File: src/rtl/tdm_pkg.sv
// Shared definitions for the 4-channel TDM receive path: channel count,
// alignment-FSM state encoding and slot index constants.
package tdm_pkg;

    localparam int NUM_CH = 4;

    // Frame alignment state: HUNT waits for a start-of-frame, RUN tracks slots.
    typedef enum logic {
        HUNT = 1'b0,
        RUN  = 1'b1
    } state_e;

    typedef logic [1:0] slot_t;

    localparam slot_t SLOT0 = 2'd0;
    localparam slot_t SLOT1 = 2'd1;
    localparam slot_t SLOT2 = 2'd2;
    localparam slot_t SLOT3 = 2'd3;

endpackage : tdm_pkg

File: src/rtl/demux_1to4.sv
// 2-bit select to one-hot lane enable, gated by a write strobe. With the
// strobe low no lane is enabled, so the staging registers hold.
module demux_1to4
    import tdm_pkg::*;
(
    input  logic              wr_i,
    input  slot_t             sel_i,
    output logic [NUM_CH-1:0] en_o
);

    // One-hot decode of the selected lane while the strobe is active.
    always_comb begin
        // NOTE: a default assignment before any condition prevents a latch.
        en_o = '0;
        if (wr_i) begin
            en_o[sel_i] = 1'b1;
        end
    end

endmodule : demux_1to4

File: src/rtl/tdm_demux_1to4.sv
// Receive end of a 4-channel TDM link. Words arrive one per valid cycle in
// slot order 0..3, slot 0 flagged by sof. Slots 0..2 are staged; when slot 3
// arrives the whole frame is published to ch0..ch3 in one edge. Alignment is
// tracked by a HUNT/RUN machine that pulses sync_err on violations.
module tdm_demux_1to4
    import tdm_pkg::*;
#(
    parameter int W     = 8,
    parameter int CNT_W = 8
) (
    input  logic             clk,
    input  logic             rst,
    input  logic [W-1:0]     din,
    input  logic             din_valid,
    input  logic             sof,
    output logic [W-1:0]     ch0_out,
    output logic [W-1:0]     ch1_out,
    output logic [W-1:0]     ch2_out,
    output logic [W-1:0]     ch3_out,
    output logic             frame_valid,
    output logic             locked,
    output logic [1:0]       slot,
    output logic             sync_err,
    output logic [CNT_W-1:0] frame_cnt
);

    state_e             state_q, state_d;
    slot_t              slot_q, slot_d;
    logic [W-1:0]       stage_q [NUM_CH-1];
    logic [W-1:0]       stage_d [NUM_CH-1];
    logic [W-1:0]       ch_q    [NUM_CH];
    logic [W-1:0]       ch_d    [NUM_CH];
    logic               frame_valid_q, frame_valid_d;
    logic               sync_err_q, sync_err_d;
    logic               locked_q, locked_d;
    logic [CNT_W-1:0]   frame_cnt_q, frame_cnt_d;

    logic               lane_wr;
    slot_t              lane_sel;
    logic [NUM_CH-1:0]  lane_en;

    // A word is written to a lane when it starts a frame (any state) or when
    // it continues an aligned frame in slots 1..3. Slot-0 words without sof
    // and words seen while hunting are never written.
    assign lane_wr  = din_valid & (sof | ((state_q == RUN) && (slot_q != SLOT0)));
    assign lane_sel = sof ? SLOT0 : slot_q;

    demux_1to4 u_lane_dec (
        .wr_i  (lane_wr),
        .sel_i (lane_sel),
        .en_o  (lane_en)
    );

    // Next-state logic for alignment, staging, frame publication and pulses.
    always_comb begin
        state_d       = state_q;
        slot_d        = slot_q;
        stage_d       = stage_q;
        ch_d          = ch_q;
        frame_cnt_d   = frame_cnt_q;
        frame_valid_d = 1'b0;
        sync_err_d    = 1'b0;

        if (din_valid) begin
            if (sof) begin
                // Early sof inside a running frame is an alignment error;
                // the partial frame is discarded and this word restarts it.
                if ((state_q == RUN) && (slot_q != SLOT0)) begin
                    sync_err_d = 1'b1;
                end
                for (int i = 1; i < NUM_CH - 1; i++) begin
                    stage_d[i] = '0;
                end
                state_d = RUN;
                slot_d  = SLOT1;
            end else if (state_q == RUN) begin
                if (slot_q == SLOT0) begin
                    // Missing sof where slot 0 was expected: lose lock.
                    sync_err_d = 1'b1;
                    state_d    = HUNT;
                    slot_d     = SLOT0;
                end else begin
                    // Slot 3 wraps back to slot 0 naturally in two bits.
                    slot_d = slot_q + 2'd1;
                end
            end
        end

        for (int i = 0; i < NUM_CH - 1; i++) begin
            if (lane_en[i]) begin
                stage_d[i] = din;
            end
        end

        // Slot 3 goes straight to the output together with the staged lanes,
        // so a partial frame can never reach ch0..ch3.
        if (lane_en[NUM_CH-1]) begin
            for (int i = 0; i < NUM_CH - 1; i++) begin
                ch_d[i] = stage_q[i];
            end
            ch_d[NUM_CH-1] = din;
            frame_valid_d  = 1'b1;
            frame_cnt_d    = frame_cnt_q + CNT_W'(1);
        end
    end

    assign locked_d = (state_d == RUN);

    // All state and registered outputs, with synchronous reset.
    always_ff @(posedge clk) begin
        // NOTE: sequential state uses non-blocking assignments only.
        if (rst) begin
            state_q       <= HUNT;
            slot_q        <= SLOT0;
            // NOTE: the staging and output registers are reset as well, since
            // a reset must leave the channel outputs at zero.
            stage_q       <= '{default: '0};
            ch_q          <= '{default: '0};
            frame_valid_q <= 1'b0;
            sync_err_q    <= 1'b0;
            locked_q      <= 1'b0;
            frame_cnt_q   <= '0;
        end else begin
            state_q       <= state_d;
            slot_q        <= slot_d;
            stage_q       <= stage_d;
            ch_q          <= ch_d;
            frame_valid_q <= frame_valid_d;
            sync_err_q    <= sync_err_d;
            locked_q      <= locked_d;
            frame_cnt_q   <= frame_cnt_d;
        end
    end

    assign ch0_out     = ch_q[0];
    assign ch1_out     = ch_q[1];
    assign ch2_out     = ch_q[2];
    assign ch3_out     = ch_q[3];
    assign frame_valid = frame_valid_q;
    assign sync_err    = sync_err_q;
    assign locked      = locked_q;
    assign slot        = slot_q;
    assign frame_cnt   = frame_cnt_q;

endmodule : tdm_demux_1to4
File: config.mk
export PLATFORM = sky130hd
export DESIGN_NAME = tdm_demux_1to4
export DESIGN_NICKNAME = d
export VERILOG_FILES = /design/src/rtl/tdm_pkg.sv /design/src/rtl/demux_1to4.sv /design/src/rtl/tdm_demux_1to4.sv
export SDC_FILE = /design/constraint.sdc
export NUM_CORES = 1
export LEC_CHECK = 0
export CORE_UTILIZATION = 50
export CTS_CLUSTER_DIAMETER = 150
export DETAILED_ROUTE_END_ITERATION = 7
export PLACE_DENSITY = 0.83
export SKIP_LAST_GASP = 1
export SLEW_MARGIN = 30
export SYNTH_ARGS = -nofsm -noshare
export SYNTH_HDL_FRONTEND = slang
export SYNTH_SLANG_ARGS = --single-unit
export TNS_END_PERCENT = 10
File: constraint.sdc
create_clock -name clk -period 2.2 [get_ports clk]
set_input_delay 0.44 -clock clk [delete_from_list [all_inputs] [get_ports clk]]
set_output_delay 0.44 -clock clk [all_outputs]
set_load 0.1 [all_outputs]
Word level (Yosys, flattened, before mapping)
Index checks and enable logic that the tools add are counted.
Storage, ports and cells
  memory bits (read-only): 0
  bits in registers: 69
  bits in writable memories: 0
  memories: 0
  bits in latches: 0
  input bits: 12
Operators by class
  bitwise operators: 3
  muxes and demuxes: 19
  div/mod/pow operators: 0
  $lt $le $gt $ge: 2
  reduce and logical (&&, ||, !) cells: 13
  equality and inequality tests: 0
  add/sub/neg operators: 2
  $mul: 0
  shifts and indexed selects: 0
Operators with widths (count)
  16-bit two-way mux: 2
  8-bit two-way mux: 2
  2-bit nonzero test: 6
  1-bit two-way mux: 9
  8-bit by 1-bit adder with 8-bit output, second input constant: 1
  2-bit two-way mux: 4
  2-bit AND reduction: 3
  4-bit two-way mux: 1
  2-bit by 3-bit < comparator with 1-bit output, second input constant: 1
  2-bit by 1-bit adder with 2-bit output, second input constant: 1
  1-bit demux with 2-bit select: 1
  2-bit by 1-bit greater-or-equal comparator with 1-bit output, second input constant: 1
  1-bit logical AND: 2
  2-bit logical NOT: 1
  2-bit OR reduction: 1
  1-bit AND: 1
  1-bit inverter: 1
  1-bit OR: 1

Logic depth before layout (Yosys ltp)
  depth in word-level cells: 8
  gate-level depth with buffers: 9
  depth with buffers taken out: 5

Hierarchy
From an unflattened synthesis, not the netlist that was laid out.
Second synthesis, totals
  cell total of the unflattened synthesis: 267
  area, all modules: 2617.5 µm²
By module, submodules not included
  tdm_demux_1to4: seq. area each 1381.3 µm², instances 1, area each 2580.0 µm², cells each 263
  demux_1to4: seq. area each 0.0 µm², instances 1, area each 37.5 µm², cells each 4

Worst setup path before layout
Ideal clock, no wire load.
  kind: flip-flop to flip-flop
  start point: register slot_q[0] (netlist: slot[0])
  end point: register frame_cnt_q[6] (netlist: frame_cnt[6])
  stages on the path, launching flop included: 9
  arrival time: 2579 ps
  setup time: 123 ps
  setup slack: -502 ps
  path buffers: 3
  cells stage by stage: dfxtp_1 buf_6 inv_1 ha_1 buf_6 or3b_4 buf_6 nor4_4 mux2_1
On the way
  cells in the longest elaborated chain, start to end: 6
RTL lines
  start: declaration: line tdm_demux_1to4.sv:28  | slot_t slot_q, slot_d;
  start signal: assignment: line tdm_demux_1to4.sv:125  | slot_q <= slot_d;
  2-bit two-way mux: line tdm_demux_1to4.sv:46  | assign lane_sel = sof ? SLOT0 : slot_q;
  2-bit by 3-bit < comparator with 1-bit output (not written as such) or 2-bit by 1-bit greater-or-equal comparator with 1-bit output (tied branches): line demux_1to4.sv:16  | en_o[sel_i] = 1'b1;
  1-bit logical AND (not written as such): line demux_1to4.sv:16
  1-bit two-way mux (not written as such): line demux_1to4.sv:16
  1-bit demux with 2-bit select
  4-bit two-way mux (*): line demux_1to4.sv:15  | if (wr_i) begin
  end signal: assignment: line tdm_demux_1to4.sv:131  | frame_cnt_q <= frame_cnt_d;
  end: declaration: line tdm_demux_1to4.sv:36  | logic [CNT_W-1:0] frame_cnt_q, frame_cnt_d;
Every way passes the cells marked *; elsewhere a longest branch is shown, timed or not.
A chain may end at the register's enable or synchronous reset.

Worst setup path after layout
  start point: register slot_q[0] (netlist: slot[0])
  end point: register frame_cnt_q[0] (netlist: frame_cnt[0])
The elaborated chain is that of the path after synthesis.

==> flow_summary.ini <==
[timing]
setup_viol = 0
fin_crit_ps = 2070
rsz0062_at_grt = false
slew_headroom = 0.601
final-hold-violation-count = 0
max_freq_ghz = 0.483
finalSetupTns_ps = 0
fin_crit_sh = 0.940
finClkSkew_ps = 10.1
setup_slack_ps = 132
slew_viol_final = 0
worst_pin_slew_ps = 597

[die]
rows = 27
die-height_um = 78.7
core-area_sq_um = 5570
dieWidth_um = 78.7
io_pins = 57
die-area_sq_um = 6190
initial_core_util = 0.527

[logic_synthesis]
ys_seq_area_frac = 0.470
ys_ff_latch = 69
synth.avg_cell_area_sq_um = 8.62
yosysWarningCount = 0
syn_nets = 356
yosysTopAreaCell = dfxtp_1
synth_area_sq_um = 2940
ys_types = 33
synth.top_cell.area_share = 0.470
synth_cells = 341
yosys-top-cells-area = dfxtp_1, a21oi_1, nand3_1

[cts]
clock_latency_ps = 340
clock_sinks = 69
cts_root_buffer = clkbuf_8
cts_max_path_buffers = 2
cts_max_level = 3
ctsHoldBuffers = 0
numCtsBuffers = 9
post_cts_buffers = 0
clkTransAtPathRegs_ps = 80
cts_tree = done
cts_resized = 0

[grt]
grt-ovfl-total = 0
grt_pass1_vias = 2451
use_met1 = 0.319
grtUsageMet2 = 0.387
grtUsageTotal = 0.243
grtUsageMet3 = 0.0430
top_usage_layer = met2
grt_pass1_wl_um = 11700
grt_start_max_net_pins = 59
antenna_found_initial = 0

[detailed_routing]
post_drt_wl_per_cell_um = 15.1
wl_um = 6980
dr.pass1.iters = 5
ant_nets = 0
vias = 2643
drc_errors = 0
dr.first_iter.drc_count = 183
viasPerCell = 5.71

[critical_path]
worstPathMaxFanout = 27
startpoint_type = register
crit_required_ps = 2470
critPathArrivalTime_ps = 2340
critPathCaptureType = register
path_class = reg -> reg

[power]
seq_power_share = 0.545
power_switching_uw = 607
clockPowerShare = 0.383
pwr-share-comb = 0.072
power.density_nw_per_um2 = 645
power.leakage_uw = 0.00132
p_total_uw = 2330
p_int_uw = 1730
peakVddDrop_mv = 0.354
switching_share = 0.260

[layout]
nFillCells = 500
nets = 401
layout_common_cells = dfxtp_1, buf_4, nand3_1, a21oi_1, o21ai_0
drive_gt1_frac = 0.217
final_util = 0.649
final_common_cell = dfxtp_1
diodes = 0
syn_to_final_growth_pct = 23.0
final_cell_count_no_fill = 463

[place]
dp_cells = 447
place_congestion = 0.837
io_buffers = 56
hpwl_um = 4640
post-place-ws_ps = 80.8

[job]
cap_violations = 0

[run_status]
run_status = completed

[min_path]
hold_path.class = reg -> reg
## state kept, by name (all words and copies together) (netlist names)
signal and flops:
ch2_out 8, slot 2, frame_cnt 8, frame_valid 1, locked 1, sync_err 1
stage_q 24, ch0_out 8, ch3_out 8, ch1_out 8
## cells by family (layout without fill, tap and decap cells)
group	count (synthesis)	after routing	synth area share
simple gates	106	106	0.203
compound gates	107	107	0.201
xor+xnor	1	1	0.00298
buf+inv	42	92	0.0647
fa+ha+maj	3	3	0.0128
flops	69	69	0.470
mux	13	13	0.0464
## stage by stage
stage,hold slack [ps],instance area [sq um]
CTS,470,3620
global placement,454,3450
detailed placement,458,3450
global route,489,3620
floorplan,444,2950
finish,469,3620
## cell usage after synthesis
cell type and count:
a21oi_1 52, and3_1 2, buf_1 1, buf_2 7, buf_6 3, clkbuf_1 24
clkbuf_2 1, dfxtp_1 69, ha_1 3, inv_1 6, mux2_1 1, mux2_2 4
mux2i_1 8, nand2_1 5, nand2b_1 16, nand3_1 52, nand4_1 3, nand4bb_1 1
nor2_1 7, nor2b_1 5, nor3_1 5, nor3b_2 1, nor4_1 2, nor4_4 1
nor4b_1 1, o211ai_1 16, o21a_1 2, o21ai_0 34, o31ai_1 1, o32ai_1 2
or3_1 4, or3b_4 1, xnor2_1 1
## layer usage
| metal | vias to the layer above | wire length [um] |
|---|---|---|
| met1 | 1260 | 3110 |
| met3 | 13 | 347 |
| met5 | - | 0 |
| met4 | 0 | 131 |
| met2 | 64 | 3400 |
| li1 | 1306 | - |
## final timing paths
kind                                  from                   endpoint  cells after the start  slack [ps]
hold / removal    stage_q[17]$_SDFFE_PP0P_    ch0_out[1]$_SDFFE_PP0P_                      2         470
setup / recovery      slot[0]$_SDFFE_PP0P_  frame_cnt[0]$_SDFFE_PP0P_                      6         130
setup reg to reg      slot[0]$_SDFFE_PP0P_  frame_cnt[0]$_SDFFE_PP0P_                      6         130
hold reg to reg   stage_q[17]$_SDFFE_PP0P_    ch0_out[1]$_SDFFE_PP0P_                      2         470
## power by group through the flow
stage	combinational, uW	clock [uW]	sequential [uW]
2_1_floorplan	94.2	0	1310
3_3_place_gp	164	0	1300
3_5_place_dp	166	0	1300
4_1_cts	167	903	1270
5_1_grt	181	963	1270
6_report	168	893	1270
## layout make-up
cell class / count / area (sq um) / share of cell area
clock inverters: 6 / 37.5 / 0.0104
flip-flops and latches: 69 / 1390 / 0.384
clock buffers: 10 / 128 / 0.0353
inverters: 6 / 22.5 / 0.00623
repair buffers: 70 / 573 / 0.158
multi-input cells: 230 / 1380 / 0.380
well taps: 72 / 90.1 / 0.0249
## worst max-delay path, stage by stage (launching register included)
cell     delay [ps]
dfxtp_4         420
inv_1            90
ha_1            340
or3b_4          460
buf_4           230
or3_1           320
a21oi_1         140
Note: power is estimated with default switching activity, not from simulation.
==> RTL change 1: new RTL, same flow settings <==
Reset style: asynchronous (`rst`), changed in one clocked block. Comments in the files are not updated.
--- a/src/rtl/tdm_demux_1to4.sv
+++ b/src/rtl/tdm_demux_1to4.sv
@@ -109,3 +109,3 @@
     // All state and registered outputs, with synchronous reset.
-    always_ff @(posedge clk) begin
+    always_ff @(posedge clk or posedge rst) begin
         // NOTE: sequential state uses non-blocking assignments only.
Formal check against the unedited RTL: differs if rst is asserted again (counterexample within 4 cycles, from zero or initial values and one cycle with rst high); with rst held inactive, the same outputs for 10 cycles.
==> RTL change 1 against the unedited design <==
Cell area decreased by 0.45%. Worst setup slack improved by 0.13 ns. Via count decreased by 33%. Clock skew decreased by 0.0059 ns. Wire length decreased by 29%. Area after synthesis decreased by 5.0%. Sequential cell count unchanged.
Power is not shown: default switching activity piles up to over one toggle a cycle in this logic, so the estimate is an artifact.
==> RTL change 1: results (changes against the unedited design) <==
| Metric | Value |
|---|---|
| Run status | finished clean |
| Hold/Removal Path Class | in2async |
| Post-synthesis sequential area ratio | 61.8% (+15 points) |
| Fillers | 373 (-25%) |
| Number of flip-flops under the largest register name | 24 (unchanged) |
| Net count reported at finish | 284 (-29%) |
| Top FF cell, synth | dfrtp_1 |
| Drt pass-1 iters | 4 (-1) |
| Clock buffer count from CTS | 9 (unchanged) |
| YS warnings | 0 (unchanged) |
| Dpl hpwl | 3.38 mm (-27%) |
| H-tree levels | 3 (unchanged) |
| Avg Vias per Cell | 5.15 (-9.8%) |
| Overall routing resource usage | 19.1% (-5.2 points) |
| Number of global-route vias before repair | 1819 (-26%) |
| Root buffer cell | clkbuf_8 |
| Largest Register | stage_q |
| Worst skew pair latency | 0.34 ns (about the same) |
| Iter 0 DRT Violations | 78 (-57%) |
| Placer Congestion | 0.848 (+1.4%) |
| Syn nets | 216 (-39%) |
| Antenna cell count | 0 (unchanged) |
| WP data arrival | 2.17 ns (-0.17 ns) |
| Worst slew margin | 63.5% (+3.3 points) |
| Largest net degree at the start of global routing | 70 (+19%) |
| Clk buf depth | 2 (unchanged) |
| Worst Clk Skew | 0.00422 ns (-0.00586 ns) |
| Synth async-reset ratio | 100% (+100 points) |
| Post-CTS resize count | 0 (unchanged) |
| Post-CTS Setup Repair Bufs | 0 (unchanged) |
| Global-route wire length before repair | 8.60 mm (-26%) |
| Count of different cell masters after synthesis | 26 (-21%) |
| CP Max Fanout | 35 (+30%) |
| Wire per inst | 14.3 um (-5.1%) |
| Layout cell share with drive strength beyond 1 | 42.3% (+21 points) |
| Number of flops mapped to enable cells by yosys | 0 (unchanged) |
| Buffers on Ports | 56 (unchanged) |
| Clock transition at path regs | 0.07 ns |
| Post-synth top cells | 69 x dfrtp_1, 40 x mux2_2, 20 x nand2_1 |
| Post-Place Cell Area | 3370 um^2 (-2.2%) |
| Synth area leaders | dfrtp_1 62%, mux2_2 16%, mux2i_1 5.7% |
| Crit. Startpoint | slot[1] |
| Initial antenna violation count | 0 (unchanged) |
-- RTL change 1: critical path: stages (launching register included) --
cell       delay [ns]
dfrtp_2          0.47
inv_4            0.07
ha_4             0.18
nand4bb_1        0.25
nor3_4           0.26
buf_12           0.24
mux2_2           0.35
-- RTL change 1: final cells by class --
cell class                      count  area, um^2  share of cell area, %
Clock buffer                       12         155                   4.31
Clock inverter                      4        70.1                   1.95
Inverter                           13        53.8                   1.49
Multi-Input combinational cell    111         963                   26.8
Sequential cell                    69        1730                   48.0
Tap cell                           70        87.6                   2.43
Timing Repair Buffer               65         541                   15.0
-- RTL change 1: layer usage --
layer | global-route usage (%) | wire length, um | share of wire (%)
met1 | 24.6 | 2240 | 45
met2 | 28.9 | 2350 | 48
met3 | 4.64 | 206 | 4.2
met4 | 11.9 | 133 | 2.7
met5 | 0 | 0 | 0
-- RTL change 1: cells by family after synthesis --
| logic type | after synthesis | share of synthesized area [%] |
|---|---|---|
| compound gates | 5 | 1.16 |
| xor+xnor | 8 | 2.51 |
| fa+ha+maj | 3 | 1.34 |
| buf+inv | 21 | 4.12 |
| flops | 69 | 61.8 |
| mux | 57 | 22.3 |
| simple gates | 38 | 6.77 |
-- RTL change 1: path summary, 6_finish.rpt --
kind / endpoint / slack (ns) / cells past startpoint
max in group asynchronous: slot[1] / 1.41 / 3
setup reg to reg: ch2_out[5] / 0.26 / 6
min in group clk: frame_cnt[7] / 0.47 / 1
setup / recovery: ch2_out[5] / 0.26 / 6
hold / removal: stage_q[21] / 0.47 / 3
hold reg to reg: frame_cnt[7] / 0.47 / 1
-- RTL change 1: stage by stage --
step	hold slack (ns)	std cells	setup slack (ns)	setup TNS, ns
final	0.469	344	0.257	0
after detailed placement	0.465	328	0.0771	0
after floorplan	0.459	201	-0.157	-4.69
after global placement	0.457	328	0.114	0
after CTS	0.474	344	0.252	0
after global routing	0.490	344	0.166	0
==> RTL change 2: new RTL, config.mk and constraints unchanged <==
Without the edit above. Set the parameter `CNT_W` to 6 (it was 8).
--- a/src/rtl/tdm_demux_1to4.sv
+++ b/src/rtl/tdm_demux_1to4.sv
@@ -8,3 +8,3 @@
     parameter int W     = 8,
-    parameter int CNT_W = 8
+    parameter int CNT_W = 6
 ) (
Ports: changed (resized frame_cnt); port bits go from 57 to 55. The function was not compared with the original's and may differ.
==> RTL change 2 against the unedited design <==
Worst setup slack improved by 0.22 ns. Area after synthesis fell by 4.7%. Critical path type unchanged. Largest cell class unchanged. Sequential cell count fell by 2. Clock skew fell by 0.0024 ns. Critical path depth fell by 1. Via count fell by 5.9%. Cell area fell by 3.2%. Wire length fell by 4.8%. Total power rose by 8.5%.
==> RTL change 2: results (changes against the unedited design) <==
| Metric | Value |
|---|---|
| Synth area leaders | dfxtp_1 48%, a21oi_1 9.5%, nand3_1 9.3% |
| Crit path capture | frame_cnt[4] |
| Leak | 0.00126 uW (-4.8%) |
| Critical R2R Capture | frame_cnt[4] |
| Post-synthesis cell count | 322 (-5.6%) |
| CP Max Fanout | 10 (-63%) |
| Post-Route WL | 6.65 mm (-4.8%) |
| GR Layer Usage met1 | 31.3% (-0.57 points) |
| Buffers on Ports | 54 (-3.6%) |
| Clock group power | 1140 uW (+28%) |
| Vias post-DR | 2486 (-5.9%) |
| Power in combinational cells | 152 uW (-9.5%) |
| Fillers | 441 (-12%) |
| Syn nets | 337 (-5.3%) |
| Top-area cell type share of the netlist area | 47.9% (+0.90 points) |
| Global-route wire length before repair | 11.1 mm (-4.5%) |
| Count of different cell masters after synthesis | 31 (-6.1%) |
| Number of global-route vias before repair | 2321 (-5.3%) |
| Largest stage delay, worst path | 0.53 ns (+0.07 ns) |
| Net count reported at finish | 379 (-5.5%) |
| Peak VDD IR | 0.445 mV (+26%) |
| R2R cell count | 5 (-1) |
| Dpl hpwl | 4.25 mm (-8.4%) |
| Iter 0 DRT Violations | 218 (+19%) |
| Wire per inst | 15.1 um (+0.42%) |
| Post-Synth Adder-Cell Area | 1.34% (+0.063 points) |
| Run status | finished clean |
| Worst Max-Slew Pin Slew | 0.602 ns (+0.00551 ns) |
| Sw Share | 23.0% (-3.0 points) |
==> RTL change 2: cell count changes in the layout (fill, tap and decap cells not counted), sizes merged, moves of 3 or more <==
cell,delta
nor4,-3
or3,-3
buf,-4
inv,-5
mux2,-3
nor3,-3
nor2,-4
==> RTL change 2: worst min-delay path: stages (launching register included) <==
cell and delay, ns:
dfxtp_1 0.32, nand3_1 0.06, a21oi_1 0.05
==> RTL change 2: layout make-up <==
class	count	share of cell area, %
multi-input cells	217	36.8
repair buffers	66	15.5
well taps	70	2.50
flip-flops and latches	67	38.4
inverters	3	0.322
clock buffers	10	3.93
clock inverters	6	2.54
==> RTL change 2: through the flow <==
step	total power, uW	hold slack [ns]	worst slack (ns)	area [um^2]
final	2530	0.473	0.356	3500
after detailed placement	1410	0.464	0.187	3270
after CTS	2540	0.469	0.354	3500
after floorplan	1360	0.444	0.00107	2800
after global placement	1410	0.455	0.215	3270
after global routing	2620	0.490	0.226	3500
